**src/rtl/led_ctrl_pkg.sv**
```systemverilog
// led_ctrl_pkg: mode/state types and perceptual brightness table for led_pattern_ctrl
package led_ctrl_pkg;
    typedef enum logic [1:0] {STATIC, BLINK, CHASE, COUNT} mode_t;
    typedef enum logic [1:0] {OFF, ARMED, RUN} state_t;
    localparam logic [3:0] GAMMA_LUT [16] = '{
        4'd0, 4'd0, 4'd1, 4'd1, 4'd1, 4'd2, 4'd2, 4'd3,
        4'd4, 4'd5, 4'd6, 4'd7, 4'd9, 4'd11, 4'd13, 4'd15
    };
endpackage

```
**src/rtl/led_prescaler.sv**
```systemverilog
// led_prescaler: divides clk by DIV into a one-cycle tick on the last count
module led_prescaler #(
    parameter int DIV = 4
) (
    input  logic clk,
    input  logic rstn,
    output logic tick
);
    localparam int W = (DIV > 2) ? $clog2(DIV) : 1;
    logic [W-1:0] cnt;
    if (DIV < 2) begin : g_div_chk
        $error("led_prescaler: DIV must be >= 2");
    end
    assign tick = cnt == W'(DIV - 1);
    always_ff @(posedge clk or negedge rstn)
        if (!rstn) cnt <= '0;
        else       cnt <= tick ? '0 : cnt + W'(1);
endmodule

```
**src/rtl/led_pattern_ctrl.sv**
```systemverilog
// led_pattern_ctrl: tick-synchronous LED pattern sequencer with PWM dimming; LED_GAMMA_EN selects gamma-corrected brightness
import led_ctrl_pkg::*;
module led_pattern_ctrl #(
    parameter int CLK_HZ   = 12000000,
    parameter int TICK_HZ  = 8,
    parameter int NLEDS    = 5,
    parameter int PWM_BITS = 4
) (
    input  logic                clk,
    input  logic                rstn,
    input  logic                cmd_valid,
    output logic                cmd_ready,
    input  logic [1:0]          cmd_mode,
    input  logic [PWM_BITS-1:0] cmd_level,
    output logic                busy,
    output logic                tick,
    output logic [NLEDS-1:0]    led
);
    localparam int DIV = CLK_HZ / TICK_HZ;
    state_t              state, state_nx;
    mode_t               mode, mode_nx, pend_mode;
    logic [PWM_BITS-1:0] level, level_nx, pend_level, pwm_cnt, level_eff;
    logic [NLEDS-1:0]    pattern, pattern_nx, init_pat, step_pat;
    logic                accept, pwm_on;

    led_prescaler #(.DIV(DIV)) u_prescaler (.clk(clk), .rstn(rstn), .tick(tick));

`ifdef LED_GAMMA_EN
    if (PWM_BITS != 4) begin : g_gamma_chk
        $error("led_pattern_ctrl: LED_GAMMA_EN requires PWM_BITS == 4");
    end
    assign level_eff = GAMMA_LUT[level];
`else
    assign level_eff = level;
`endif

    assign cmd_ready = state != ARMED;
    assign busy      = state == ARMED;
    assign accept    = cmd_valid && cmd_ready;
    assign pwm_on    = pwm_cnt < level_eff;

    always_comb begin
        init_pat = (pend_mode == CHASE) ? NLEDS'(1) : (pend_mode == COUNT) ? '0 : '1;
        step_pat = (mode == BLINK) ? ~pattern :
                   (mode == CHASE) ? {pattern[NLEDS-2:0], pattern[NLEDS-1]} :
                   (mode == COUNT) ? pattern + NLEDS'(1) : pattern;
    end

    // an accept on a RUN tick still lets the old pattern advance before arming
    always_comb begin
        state_nx   = state;
        mode_nx    = mode;
        level_nx   = level;
        pattern_nx = pattern;
        if (state == ARMED && tick) begin
            mode_nx    = pend_mode;
            level_nx   = pend_level;
            state_nx   = (pend_level == '0) ? OFF : RUN;
            pattern_nx = (pend_level == '0) ? '0 : init_pat;
        end else if (state == RUN && tick) begin
            pattern_nx = step_pat;
        end
        if (accept) state_nx = ARMED;
    end

    always_ff @(posedge clk or negedge rstn) begin
        if (!rstn) begin
            state      <= OFF;
            mode       <= STATIC;
            level      <= '0;
            pattern    <= '0;
            pend_mode  <= STATIC;
            pend_level <= '0;
            pwm_cnt    <= '0;
            led        <= '0;
        end else begin
            state   <= state_nx;
            mode    <= mode_nx;
            level   <= level_nx;
            pattern <= pattern_nx;
            pwm_cnt <= pwm_cnt + PWM_BITS'(1);
            led     <= pattern & {NLEDS{pwm_on}};
            if (accept) begin
                pend_mode  <= mode_t'(cmd_mode);
                pend_level <= cmd_level;
            end
        end
    end
endmodule

```
**config.mk**
```make
export PLATFORM = sky130hd
export DESIGN_NAME = led_pattern_ctrl
export DESIGN_NICKNAME = d
export VERILOG_FILES = /design/src/rtl/led_ctrl_pkg.sv /design/src/rtl/led_prescaler.sv /design/src/rtl/led_pattern_ctrl.sv
export SDC_FILE = /design/constraint.sdc
export NUM_CORES = 1
export LEC_CHECK = 0
export BUFFER_PORTS_ARGS = -buffer_cell sky130_fd_sc_hd__buf_2
export CAP_MARGIN = 20
export CORE_MARGIN = 1.5
export CORE_UTILIZATION = 54
export DETAILED_ROUTE_END_ITERATION = 12
export PLACE_DENSITY = 0.75
export SLEW_MARGIN = 0
export SYNTH_ARGS = -nofsm -noshare
export SYNTH_HDL_FRONTEND = slang
export SYNTH_SLANG_ARGS = --single-unit
```
**constraint.sdc**
```tcl
create_clock -name clk -period 2.05 [get_ports clk]
set_clock_uncertainty 0.15 [all_clocks]
set_input_delay 0.1025 -clock clk [delete_from_list [all_inputs] [get_ports clk]]
set_output_delay 0.1025 -clock clk [all_outputs]
set_load 0.01 [all_outputs]
```
# Yosys cells after proc, flatten, opt, wreduce, memory -nomap -nowiden
# Cells that the tools add are included.
# word_totals
reg_bits,49
input_bits,9
wordCells,44
# classes
n_lt_le_gt_ge,1
muxes,12
bitwise_logic,2
n_eq_ne,9
n_addsub,3
n_reduce_logical,8
# op_table
op,count
5-bit two-way mux,8
"21-bit by 1-bit adder with 21-bit output, second input constant",1
"21-bit equality test, second input constant",1
21-bit two-way mux,1
"2-bit equality test, second input constant",5
2-bit two-way mux,3
"5-bit by 1-bit adder with 5-bit output, second input constant",1
5-bit bitwise AND,1
5-bit inverter,1
"4-bit by 1-bit adder with 4-bit output, second input constant",1
"2-bit by 1-bit equality test with 1-bit output, second input constant",2
4-bit logical NOT,1
4-bit less-than comparator,1
2-bit nonzero test,2
4-bit nonzero test,1
1-bit logical AND,3
"2-bit by 1-bit inequality test with 1-bit output, second input constant",1
2-bit AND reduction,1

# Logic depth before layout (Yosys ltp)
# Gate-level depths: netlist of the first run.
# depth
depth_word,6
depth_mapped,7
mapped_depth_nobuf,7

# By module
# A second synthesis of the first run with hierarchy kept.
# unflattened
hier_cells,231
hier_area_um2,2482.4
# by_module_without_submodules
mod,cells_each,area_per_inst_um2,instances
led_pattern_ctrl,133,1458.9,1
led_prescaler,98,1023.5,1

# Least setup slack after synthesis of the first run
# Ideal clock, no wire load.
# synth_timing
kind,register to register
startpoint,register u_prescaler.cnt[0]
endpoint,register level[0]
period_less_slack_ps,1979
stages_incl_launch_ff,7
required_ps,1775
slack_ps,71
setup_ps,125
t_arrival_ps,1704
cell_sequence,dfrtp_1 -> ha_1 -> nand3_1 -> or3_4 -> nor3_4 -> nand2_4 -> mux2_4
# synth_via
elab_chain_len,2
# synth_rtl
item,line,text
start: declaration,led_prescaler.sv:10,logic [W-1:0] cnt;
start signal: assignment,led_prescaler.sv:17,else cnt <= tick ? '0 : cnt + W'(1);
21-bit equality test,led_prescaler.sv:14,assign tick = cnt == W'(DIV - 1);
1-bit logical AND,led_pattern_ctrl.sv:55,if (state == ARMED && tick) begin
end signal: assignment,led_pattern_ctrl.sv:79,level <= level_nx;
end: declaration,led_pattern_ctrl.sv:22,"logic [PWM_BITS-1:0] level, level_nx, pend_level, pwm_cnt, level_eff;"
# No other way between the ends.
# A chain may end at the register's enable or synchronous reset.

# Worst setup path after layout of the first run
# layout_timing
startpoint,register u_prescaler.cnt[7]
endpoint,register mode[0]
# layout_via
elab_chain_len,2
# layout_rtl
item,line,text
21-bit equality test,led_prescaler.sv:14,
1-bit logical AND,led_pattern_ctrl.sv:55,
end signal: assignment,led_pattern_ctrl.sv:78,mode <= mode_nx;
end: declaration,led_pattern_ctrl.sv:21,"mode_t mode, mode_nx, pend_mode;"
# No other way between the ends.

==> results of run 1 <==
[timing repair]
item,in CTS,in global routing
resized for setup,0,3
setup buffers,0,5
endpoints found under the hold margin,57,0
setup endpoints to repair,0,6
hold buffers,8,0
[metal layers]
metal | routed length [um] | part of all wire | vias to the layer above
met1 | 2040 | 0.45 | 854
met3 | 75 | 0.017 | 7
met2 | 2350 | 0.52 | 16
li1 | - | - | 869
met5 | 0 | 0 | -
met4 | 82 | 0.018 | 0
[cells by family after synthesis]
group,share of synthesized area
AOI/OAI and AO/OA,0.0967
xor gates and xnor gates,0.0619
muxes,0.0697
buffers and inverters,0.0208
and+or+nand+nor,0.194
adders and majority gates,0.0468
DFF,0.510
[state kept, by name, summed over array words and instances, names as in the netlist]
name,flops
pwm_cnt,4
pend_level,4
u_prescaler.cnt,21
state,2
led,5
pattern,5
level,4
pend_mode,2
mode,2
[path summary, 6_finish.rpt]
kind                                               from  cells after the start                      endpoint  slack [ns]
max                        u_prescaler.cnt[7]$_DFF_PN0_                      6           mode[0]$_DFFE_PN0P_        0.08
min                                                rstn                      3              led[1]$_DFF_PN0_        0.14
max reg2reg                u_prescaler.cnt[7]$_DFF_PN0_                      6           mode[0]$_DFFE_PN0P_        0.08
min reg2reg                        pwm_cnt[3]$_DFF_PN0_                      1          pwm_cnt[3]$_DFF_PN0_        0.35
max in group asynchronous                          rstn                      3  u_prescaler.cnt[3]$_DFF_PN0_        1.36
min in group clk                   pwm_cnt[3]$_DFF_PN0_                      1          pwm_cnt[3]$_DFF_PN0_        0.35
[power by group through the flow]
| stage | Clock [mW] | Combinational (mW) | Sequential, mW |
|---|---|---|---|
| 2_1_floorplan | 0 | 0.0220 | 1.01 |
| 3_3_place_gp | 0 | 0.0556 | 1.02 |
| 3_5_place_dp | 0 | 0.0578 | 1.02 |
| 4_1_cts | 0.613 | 0.0694 | 0.999 |
| 5_1_grt | 0.643 | 0.0775 | 1.00 |
| 6_report | 0.593 | 0.0698 | 1.00 |
[cell usage after synthesis, types with 2 or more instances]
| cell type | count |
|---|---|
| a21o_1 | 2 |
| a21oi_1 | 13 |
| and2_1 | 6 |
| and3_1 | 4 |
| and4_1 | 3 |
| dfrtp_1 | 49 |
| ha_1 | 9 |
| inv_1 | 10 |
| mux2_2 | 6 |
| mux2_4 | 6 |
| nand2_1 | 10 |
| nand3_1 | 16 |
| nand3_2 | 2 |
| nand4_1 | 4 |
| nor2_1 | 20 |
| nor4_1 | 4 |
| o21ai_0 | 7 |
| o31ai_1 | 2 |
| xnor2_1 | 10 |
| xor2_1 | 7 |
[final cells by class]
cell class	instances	area (um2)
Clock buffer	5	68.8
Clock inverter	3	25.0
Fill cell	339	1400
Inverter	11	41.3
Multi-Input combinational cell	153	1160
Sequential cell	49	1230
Tap cell	52	65.1
Timing Repair Buffer	46	338
[tightest hold or removal path, stage by stage]
cell and delay, ns:
dlygate4sd3_1 0.52, buf_2 0.12, buf_12 0.24
[metrics by stage]
stage          hold slack (ns)  cells  power [mW]
3_5_place_dp           -0.0416    298        1.08
6_report                 0.140    319        1.66
4_1_cts                  0.147    314        1.68
3_3_place_gp           -0.0431    298        1.07
5_1_grt                  0.189    319        1.72
2_1_floorplan           -0.343    215        1.03
==> summary.md, run 1 <==
| Metric | Value |
|---|---|
| Global placement routability congestion | 0.807 |
| Post-Syn Instances | 215 |
| Met1 Track Usage GR | 0.255 |
| Max-slew headroom at the worst pin | 0.630 |
| Antenna violations before repair | 0 |
| CP top delay family | simple AND/OR/NAND/NOR gates |
| Post-DP HPWL | 3110 um |
| Global-route wire length before repair | 7960 um |
| Final setup viols | 0 |
| Buf+Inv Stages, Crit Path | 1 |
| Tcrit/Tclk final | 0.959 |
| Hold Crit Class | in2async |
| Max Slew Vio Count | 0 |
| Met3 Resource Use GR | 0.0349 |
| Sw frac | 0.239 |
| Slowest cell on crit path | dfrtp_1 |
| Post-synth top flop | dfrtp_1 |
| CP arrival | 2.03 ns |
| Crit-path max FO | 6 |
| Post-synthesis area per instance | 11.2 um2 |
| Clock transition at path regs | 0.10 ns |
| Clock root cell | clkbuf_8 |
| Commonest non-fill, non-tap cell in the layout | dfrtp_1 |
| Overall Global Routing Usage | 0.207 |
| GRT overflow | 0 |
| 1st-iter DRT viols | 82 |
| Layer with the highest usage | met2 |
| CTS tree | yes |
| Status | finished, final reports clean |
| Yosys warns | 0 |
| Int Pwr | 1.27 mW |
| Comb power frac | 0.042 |
| Post-synth EDFFs | 0 |
| Cell area after layout | 2920 um2 |
| Asr flop ratio synth | 1.00 |
| Fmax | 509 MHz |
| Synth area leader | dfrtp_1 |
| Max cap viols | 0 |
| Initial core utilization | 0.556 |
| Sequential share of power | 0.601 |
| Final core utilization | 0.676 |
| Die ar. | 4870 um2 |
| H-tree levels | 2 |
| CP Class | reg2reg |
| Pre-CTS setup slack | 0.0523 ns |
| Seq/Total Area, Yosys | 0.510 |
| I/O Buffers | 16 |
| Peak VDD IR | 0.379 mV |
| Chip width | 69.8 um |
| Leak | 1.39 nW |
| Pwr Density | 569 nW/um2 |
| Commonest non-fill, non-tap cells in the layout | dfrtp_1, buf_4, nor2_1 |
| CP Capture Type | register |
| Fin nets | 284 |
| Cell Rows | 24 |
| Routing usage on met2 | 0.358 |
| Number of synthesized register bits | 49 |
| Drt drc | 0 |
| Synth top area share | 0.510 |
| Synthesized Nets | 233 |
| Dpl cell area | 2680 um2 |
| Routed WL | 4540 um |
| CTS Buffer Depth | 2 |
| DRT Pass-1 Iters | 4 |
| Setup_tns | 0 ns |
| Vias per std cell | 5.47 |
| Fraction of layout cells with a size suffix above 1 | 0.258 |
| Vias in the first global route | 1780 |
| Distinct cells, synth | 45 |
| Ranking of synthesized cells by area | dfrtp_1, ha_1, mux2_4, xnor2_1, nand3_1 |
| Final hold violations | 0 |
| Mapped cell area | 2410 um2 |
| Crit-path max cell delay | 0.46 ns |
| Setup slack after layout | 0.0838 ns |
| Post-DR wirelength/cell | 14.2 um |
| Sw Pwr | 0.397 mW |
| Routed Antenna Nets | 0 |
| Total CTS buffers | 5 |
| Via Count | 1746 |
| IO Pins | 17 |
| Startpoint types | register |
| Clock Power Share | 0.357 |
| Largest net degree at the start of global routing | 50 |
| Chip height | 69.8 um |
| P&R area growth vs syn | 21.4% |
| Tmin final | 1.97 ns |
| Antenna cells | 0 |
| Crit-path cells | nor4_2 > nand2_1 > buf_4 > nor3_4 > nand2_4 > mux2_4 |
| Worst path required time | 2.11 ns |
| Core ar. | 4320 um2 |
| Slew @ Worst Pin | 0.548 ns |
| Total clock sinks | 49 |
| Worst skew pair latency | 0.32 ns |
No activity file was read; power rests on OpenSTA's default activity.
==> run 2, diff against run 1 <==
Settings changed: ABC_AREA set to 1.
==> run 2 against run 1 <==
  * Design area grew 4.8%
  * Clock power grew 17%
  * Global-route usage grew 2.3 points
  * Non-clock buffer count shrank 16
  * Setup slack gained 0.12 ns
  * Hold slack gained 0.047 ns
  * Critical endpoint is now u_prescaler.cnt[10]$_DFF_PN0_
  * Wire length grew 20%
  * Register-to-register slack gained 0.12 ns
  * Final cell count grew 38%
  * Power grew 4.7%
  * Clock-buffer cell count grew 1
==> summary.md, run 2 <==
| Metric | Value |
|---|---|
| Fin nets | 389 (was 284) |
| Met3 WL | 224 um (was 75 um) |
| Global placement routability congestion | 0.946 (was 0.807) |
| Worst skew pair latency | 0.30 ns (was 0.32 ns) |
| Worst path required time | 2.10 ns (was 2.11 ns) |
| Top flop regs | u_prescaler.cnt (21), led (5), pattern (5) (unchanged) |
| Max cap viols | 0 (unchanged) |
| Antenna violations before repair | 0 (unchanged) |
| Routed Antenna Nets | 0 (unchanged) |
| Non-Filler Instances | 439 (was 319) |
| Asr flop ratio synth | 1.00 (unchanged) |
| Antenna cells | 0 (unchanged) |
| Max-slew headroom at the worst pin | 0.590 (was 0.630) |
| Met2 Routed Length | 2490 um (was 2350 um) |
| Cell area after layout | 3060 um2 (was 2920 um2) |
| Status | finished, final reports clean (unchanged) |
| CTS tree | yes (unchanged) |
| Post-Syn Instances | 339 (was 215) |
| Crit-path max FO | 6 (unchanged) |
| Mapped cell area | 2700 um2 (was 2410 um2) |
| Clock transition at path regs | 0.09 ns (was 0.10 ns) |
| Vias per std cell | 5.01 (was 5.47) |
| Cells after DPL | 423 (was 298) |
| Final setup viols | 0 (unchanged) |
| Clock root cell | clkbuf_8 (unchanged) |
| Post-synthesis area per instance | 7.95 um2 (was 11.2 um2) |
| Startpoint types | register (unchanged) |
| Largest net degree at the start of global routing | 29 (was 50) |
| Tcrit/Tclk final | 0.900 (was 0.959) |
| Unrepaired setup endpoints after global routing | no |
| CTS Buffer Depth | 2 (unchanged) |
| Fraction of layout cells with a size suffix above 1 | 0.148 (was 0.258) |
| Global-route wire length before repair | 9380 um (was 7960 um) |
| CP Capture Type | register (unchanged) |
| Number of synthesized register bits | 49 (unchanged) |
| Routed WL | 5460 um (was 4540 um) |
| Peak VDD IR | 0.427 mV (was 0.379 mV) |
| Setup_tns | 0 ns (unchanged) |
| Pre-CTS setup slack | 0.238 ns (was 0.0523 ns) |
| CP Class | reg2reg (unchanged) |
| DRT Pass-1 Iters | 4 (unchanged) |
| Slew @ Worst Pin | 0.615 ns (was 0.548 ns) |
| Synth area leader | dfrtp_1 (unchanged) |
| Chip width | 73.7 um (was 69.8 um) |
| Final hold violations | 0 (unchanged) |
| Initial core utilization | 0.567 (was 0.556) |
| Post-synth EDFFs | 0 (unchanged) |
| Synth top area share | 0.455 (was 0.510) |
| Core ar. | 4750 um2 (was 4320 um2) |
| Via Count | 2201 (was 1746) |
| Total power | 1.74 mW (was 1.66 mW) |
| Fin Hold WS | 0.187 ns (was 0.140 ns) |
| Final core utilization | 0.644 (was 0.676) |
| Fmax | 542 MHz (was 509 MHz) |
| P&R area growth vs syn | 13.6% (was 21.4%) |
| Total clock sinks | 49 (unchanged) |
| M1 WL | 2610 um (was 2040 um) |
| Multi-input gate area | 1240 um2 (was 1160 um2) |
| Tmin final | 1.84 ns (was 1.97 ns) |
| Vias in the first global route | 2059 (was 1780) |
| Leak | 1.51 nW (was 1.39 nW) |
| Overall Global Routing Usage | 0.230 (was 0.207) |
| Top sig layer | met4 (unchanged) |
| 1st-iter DRT viols | 156 (was 82) |
| Post-DP HPWL | 4120 um (was 3110 um) |
| Post-synth top flop | dfrtp_1 (unchanged) |
| Max FFs per register | 21 (unchanged) |
| Synthesized Nets | 357 (was 233) |
| Storage element area | 1230 um2 (unchanged) |
| Yosys warns | 0 (unchanged) |
| Chip height | 73.7 um (was 69.8 um) |
| I/O Buffers | 16 (unchanged) |
| Post-DR wirelength/cell | 12.4 um (was 14.2 um) |
| Setup slack after layout | 0.205 ns (was 0.0838 ns) |
| Postcts setup bufs | 0 (unchanged) |
| GRT overflow | 0 (unchanged) |
| Drt drc | 0 (unchanged) |
| Seq/Total Area, Yosys | 0.455 (was 0.510) |
| Total CTS buffers | 5 (unchanged) |
| Max Slew Vio Count | 0 (unchanged) |
| CP arrival | 1.90 ns (was 2.03 ns) |
| Filler cell count | 413 (was 339) |
| H-tree levels | 2 (unchanged) |
| Dpl cell area | 2870 um2 (was 2680 um2) |
| IO Pins | 17 (unchanged) |
| Pwr Density | 569 nW/um2 (about the same) |
| Largest Register | u_prescaler.cnt (unchanged) |
| Post-synth top cells | nand2_1, nor2_1, inv_1 (was dfrtp_1, nor2_1, nand3_1) |
| Distinct cells, synth | 31 (was 45) |
| Ranking of synthesized cells by area | dfrtp_1, nand2_1, nor2_1, inv_1, ha_1 (was dfrtp_1, ha_1, mux2_4, xnor2_1, nand3_1) |
| Cell Rows | 25 (was 24) |
| Commonest non-fill, non-tap cells in the layout | nand2_1, nor2_1, inv_1 (was dfrtp_1, buf_4, nor2_1) |
| Hold Crit Class | in2async (unchanged) |
| Die ar. | 5430 um2 (was 4870 um2) |
==> run 2: repair_timing <==
action                                 4_1_cts  5_1_grt
gates resized for setup                      0        0
endpoints found under the hold margin       33        0
hold buffers                                 8        0
==> run 2: logic make-up after synthesis <==
logic type	after synthesis	synth area share
xor+xnor	13	0.0422
mux	1	0.00418
simple gates	172	0.295
compound gates	37	0.0756
fa+ha+maj	9	0.0418
flops	49	0.455
buf+inv	58	0.0863
==> run 2: per-layer routing <==
metal  up-vias  global-route usage
met1      1016               0.311
met3        11              0.0521
met4         0              0.0864
met2        41               0.359
met5         -                   0
li1       1133                   -
==> run 2: cell type report <==
| class | instances | share of cell area |
|---|---|---|
| inverters | 53 | 0.0650 |
| clock buffers | 6 | 0.0237 |
| multi-input cells | 232 | 0.404 |
| well taps | 67 | 0.0274 |
| flip-flops and latches | 49 | 0.400 |
| repair buffers | 30 | 0.0670 |
| clock inverters | 2 | 0.0127 |
==> run 2: critical path: stages (launching register included) <==
cell and delay, ns:
dfrtp_1 0.38, ha_1 0.19, nand2_1 0.09, nor2_2 0.17
nand3_1 0.12, nor2_2 0.26, buf_4 0.21, a21oi_1 0.04
o21ai_0 0.09, inv_1 0.05
==> run 2: path summary, 6_finish.rpt <==
path,start,endpoint,slack [ns],cells past startpoint
worst max-delay path,u_prescaler.cnt[1]$_DFF_PN0_,u_prescaler.cnt[10]$_DFF_PN0_,0.21,9
worst max register to register,u_prescaler.cnt[1]$_DFF_PN0_,u_prescaler.cnt[10]$_DFF_PN0_,0.21,9
max in group asynchronous,rstn,u_prescaler.cnt[8]$_DFF_PN0_,0.92,3
worst min-delay path,rstn,u_prescaler.cnt[12]$_DFF_PN0_,0.19,2
min in group clk,pwm_cnt[0]$_DFF_PN0_,pwm_cnt[0]$_DFF_PN0_,0.31,1
worst min register to register,pwm_cnt[0]$_DFF_PN0_,pwm_cnt[0]$_DFF_PN0_,0.31,1
==> run 2: report_power, final <==
part	internal [mW]	total, mW	switching (mW)
sequential	0.979	0.988	0.00899
clock	0.366	0.693	0.326
combinational	0.0254	0.0603	0.0349
==> run 3, diff against run 2 <==
--- a/config.mk
+++ b/config.mk
@@ -11,5 +11,5 @@
 export CORE_MARGIN = 1.5
-export CORE_UTILIZATION = 54
+export CORE_UTILIZATION = 55
 export DETAILED_ROUTE_END_ITERATION = 12
-export PLACE_DENSITY = 0.75
+export PLACE_DENSITY = 0.73
 export SLEW_MARGIN = 0
==> constraint.sdc (replaced) <==
create_clock -name clk -period 1.8 [get_ports clk]
set_clock_uncertainty 0.15 [all_clocks]
set_input_delay 0.09 -clock clk [delete_from_list [all_inputs] [get_ports clk]]
set_output_delay 0.09 -clock clk [all_outputs]
set_load 0.005 [all_outputs]
==> run 3 against run 2 <==
  * First-iteration DRC count up 37%
  * Utilization is 5.2 points higher
  * Via count grew 7.6%
  * Design area increased by 7.3%
  * Die area down 1.7%
  * Setup slack got worse by 0.14 ns
  * Sequential power up 14%
  * Largest cell class unchanged
==> summary.md, run 3 (same netlist as run 2, synthesis figures left out) <==
| Metric | Value |
|---|---|
| GRT overflow | 0 (unchanged) |
| Largest net degree at the start of global routing | 30 (was 29) |
| Die ar. | 5330 um2 (was 5430 um2) |
| Crit-path max FO | 6 (unchanged) |
| Antenna cells | 0 (unchanged) |
| Max-slew headroom at the worst pin | 0.673 (was 0.590) |
| Chip width | 73.0 um (was 73.7 um) |
| 1st-iter DRT viols | 214 (was 156) |
| Vias per std cell | 5.17 (was 5.01) |
| Clock transition at path regs | 0.09 ns (about the same) |
| Routed Antenna Nets | 0 (unchanged) |
| Cell area after layout | 3290 um2 (was 3060 um2) |
| Commonest non-fill, non-tap cells in the layout | nand2_1, nor2_1, inv_1 (unchanged) |
| CP Capture Type | output port (was register) |
| Post-DP HPWL | 4270 um (was 4120 um) |
| Final setup viols | 0 (unchanged) |
| Filler cell count | 357 (was 413) |
| Antenna violations before repair | 0 (unchanged) |
| Global-route wire length before repair | 9440 um (was 9380 um) |
| CTS tree | yes (unchanged) |
| Leak | 1.63 nW (was 1.51 nW) |
| Dpl cell area | 2990 um2 (was 2870 um2) |
| Fin nets | 408 (was 389) |
| Drt drc | 0 (unchanged) |
| Crit-path cells | buf_4 > nor2_2 > nand2_1 > nor2_1 > nand3_2 > inv_1 > buf_2 (was ha_1 > nand2_1 > nor2_2 > nand3_1 > nor2_2 > buf_4 > a21oi_1 > o21ai_0 > inv_1) |
| Top flop regs | u_prescaler.cnt (21), led (5), pattern (5) (unchanged) |
| Tcrit/Tclk final | 0.964 |
| Cells after DPL | 435 (was 423) |
| Cell Rows | 25 (unchanged) |
| DRT Pass-1 Iters | 6 (was 4) |
| Peak VDD IR | 0.506 mV (was 0.427 mV) |
| Fmax | 576 MHz |
| Commonest non-fill, non-tap cell in the layout | nand2_1 |
| Max Slew Vio Count | 0 (unchanged) |
| Initial core utilization | 0.571 (was 0.567) |
| Startpoint types | register (unchanged) |
| CP Class | reg2out (was reg2reg) |
| Max FFs per register | 21 (unchanged) |
| Fin Hold WS | 0.121 ns (was 0.187 ns) |
| Core ar. | 4720 um2 (was 4750 um2) |
| Worst skew pair latency | 0.31 ns (was 0.30 ns) |
| Status | finished, final reports clean (unchanged) |
| I/O Buffers | 16 (unchanged) |
| Final hold violations | 0 (unchanged) |
| Crit-path max cell delay | 0.41 ns (was 0.38 ns) |
| Overall Global Routing Usage | 0.231 (was 0.230) |
| Slowest cell on crit path | dfrtp_1 (unchanged) |
| Clock root cell | clkbuf_8 (unchanged) |
| Pwr Density | 563 nW/um2 (was 569 nW/um2) |
| Global placement routability congestion | 0.893 (was 0.946) |
| CTS Buffer Depth | 2 (unchanged) |
| Via Count | 2369 (was 2201) |
| Post-DR wirelength/cell | 12.9 um (was 12.4 um) |
| CP arrival | 1.49 ns (was 1.90 ns) |
| Slew @ Worst Pin | 0.491 ns (was 0.615 ns) |
| Non-Filler Instances | 458 (was 439) |
| Fraction of layout cells with a size suffix above 1 | 0.230 (was 0.148) |
| Hold Crit Class | in2async (unchanged) |
| Largest Register | u_prescaler.cnt (unchanged) |
| Routed WL | 5930 um (was 5460 um) |
| Total clock sinks | 49 (unchanged) |
| Vias in the first global route | 2107 (was 2059) |
| Tmin final | 1.73 ns |
| H-tree levels | 2 (unchanged) |
| Total CTS buffers | 5 (unchanged) |
| Max cap viols | 0 (unchanged) |
| Worst path required time | 1.56 ns (was 2.10 ns) |
| IO Pins | 17 (unchanged) |
| Chip height | 73.0 um (was 73.7 um) |
| P&R area growth vs syn | 21.9% (was 13.6%) |
[run 3: cell type report]
cell class	count	area, um2	share of cell area
Multi-Input combinational cell	232	1320	0.400
Sequential cell	49	1230	0.374
Inverter	53	199	0.0605
Timing Repair Buffer	49	373	0.113
Clock buffer	6	72.6	0.0221
Clock inverter	2	13.8	0.00419
Tap cell	67	83.8	0.0255
[run 3: power by group]
part | internal (mW) | leakage [nW] | total, mW | switching (mW)
sequential | 1.12 | 0.639 | 1.13 | 0.00988
combinational | 0.0305 | 0.943 | 0.0701 | 0.0397
clock | 0.278 | 0.0456 | 0.654 | 0.376
total | 1.42 | 1.63 | 1.85 | 0.426
[run 3: routing by layer]
metal | vias up | global-route usage | share of wire
li1 | 1168 | - | -
met1 | 1106 | 0.329 | 0.46
met2 | 83 | 0.355 | 0.47
met3 | 12 | 0.0401 | 0.054
met4 | 0 | 0.0818 | 0.018
met5 | - | 0 | 0
[run 3: worst max-delay path, delay by kind of cell, from the launching register on]
family	cells	cell delay, ns
buffers and inverters	3	0.37
DFF	1	0.41
and+or+nand+nor	4	0.41
[run 3: through the flow]
stage / worst slack, ns / power [mW] / setup TNS, ns / utilization
final: 0.0652 / 1.85 / 0 / 0.696
after global routing: -0.0158 / 1.92 / -0.0256 / 0.696
after CTS: 0.0269 / 1.86 / 0 / 0.669
after detailed placement: 0.0268 / 1.21 / 0 / 0.632
after global placement: 0.0828 / 1.20 / 0 / 0.632
after floorplan: 0.108 / 1.16 / 0 / -
[run 3: worst paths after layout]
check                                               from  cells past startpoint                       endpoint  slack, ns
max reg2reg                 u_prescaler.cnt[1]$_DFF_PN0_                     10   u_prescaler.cnt[3]$_DFF_PN0_       0.07
max in group asynchronous                           rstn                      3   u_prescaler.cnt[6]$_DFF_PN0_       0.85
min                                                 rstn                      2  u_prescaler.cnt[14]$_DFF_PN0_       0.12
max                        u_prescaler.cnt[10]$_DFF_PN0_                      7                           tick       0.07
min in group clk                    pwm_cnt[0]$_DFF_PN0_                      1           pwm_cnt[0]$_DFF_PN0_       0.33
min reg2reg                         pwm_cnt[0]$_DFF_PN0_                      1           pwm_cnt[0]$_DFF_PN0_       0.33
[run 3: timing repair]
item                       in CTS  in global routing
pin swaps                       0                  3
setup buffers                   0                  7
setup endpoints to repair       1                 15
hold buffers                    8                  0
hold endpoints to repair       56                  0
resized for setup               1                 21
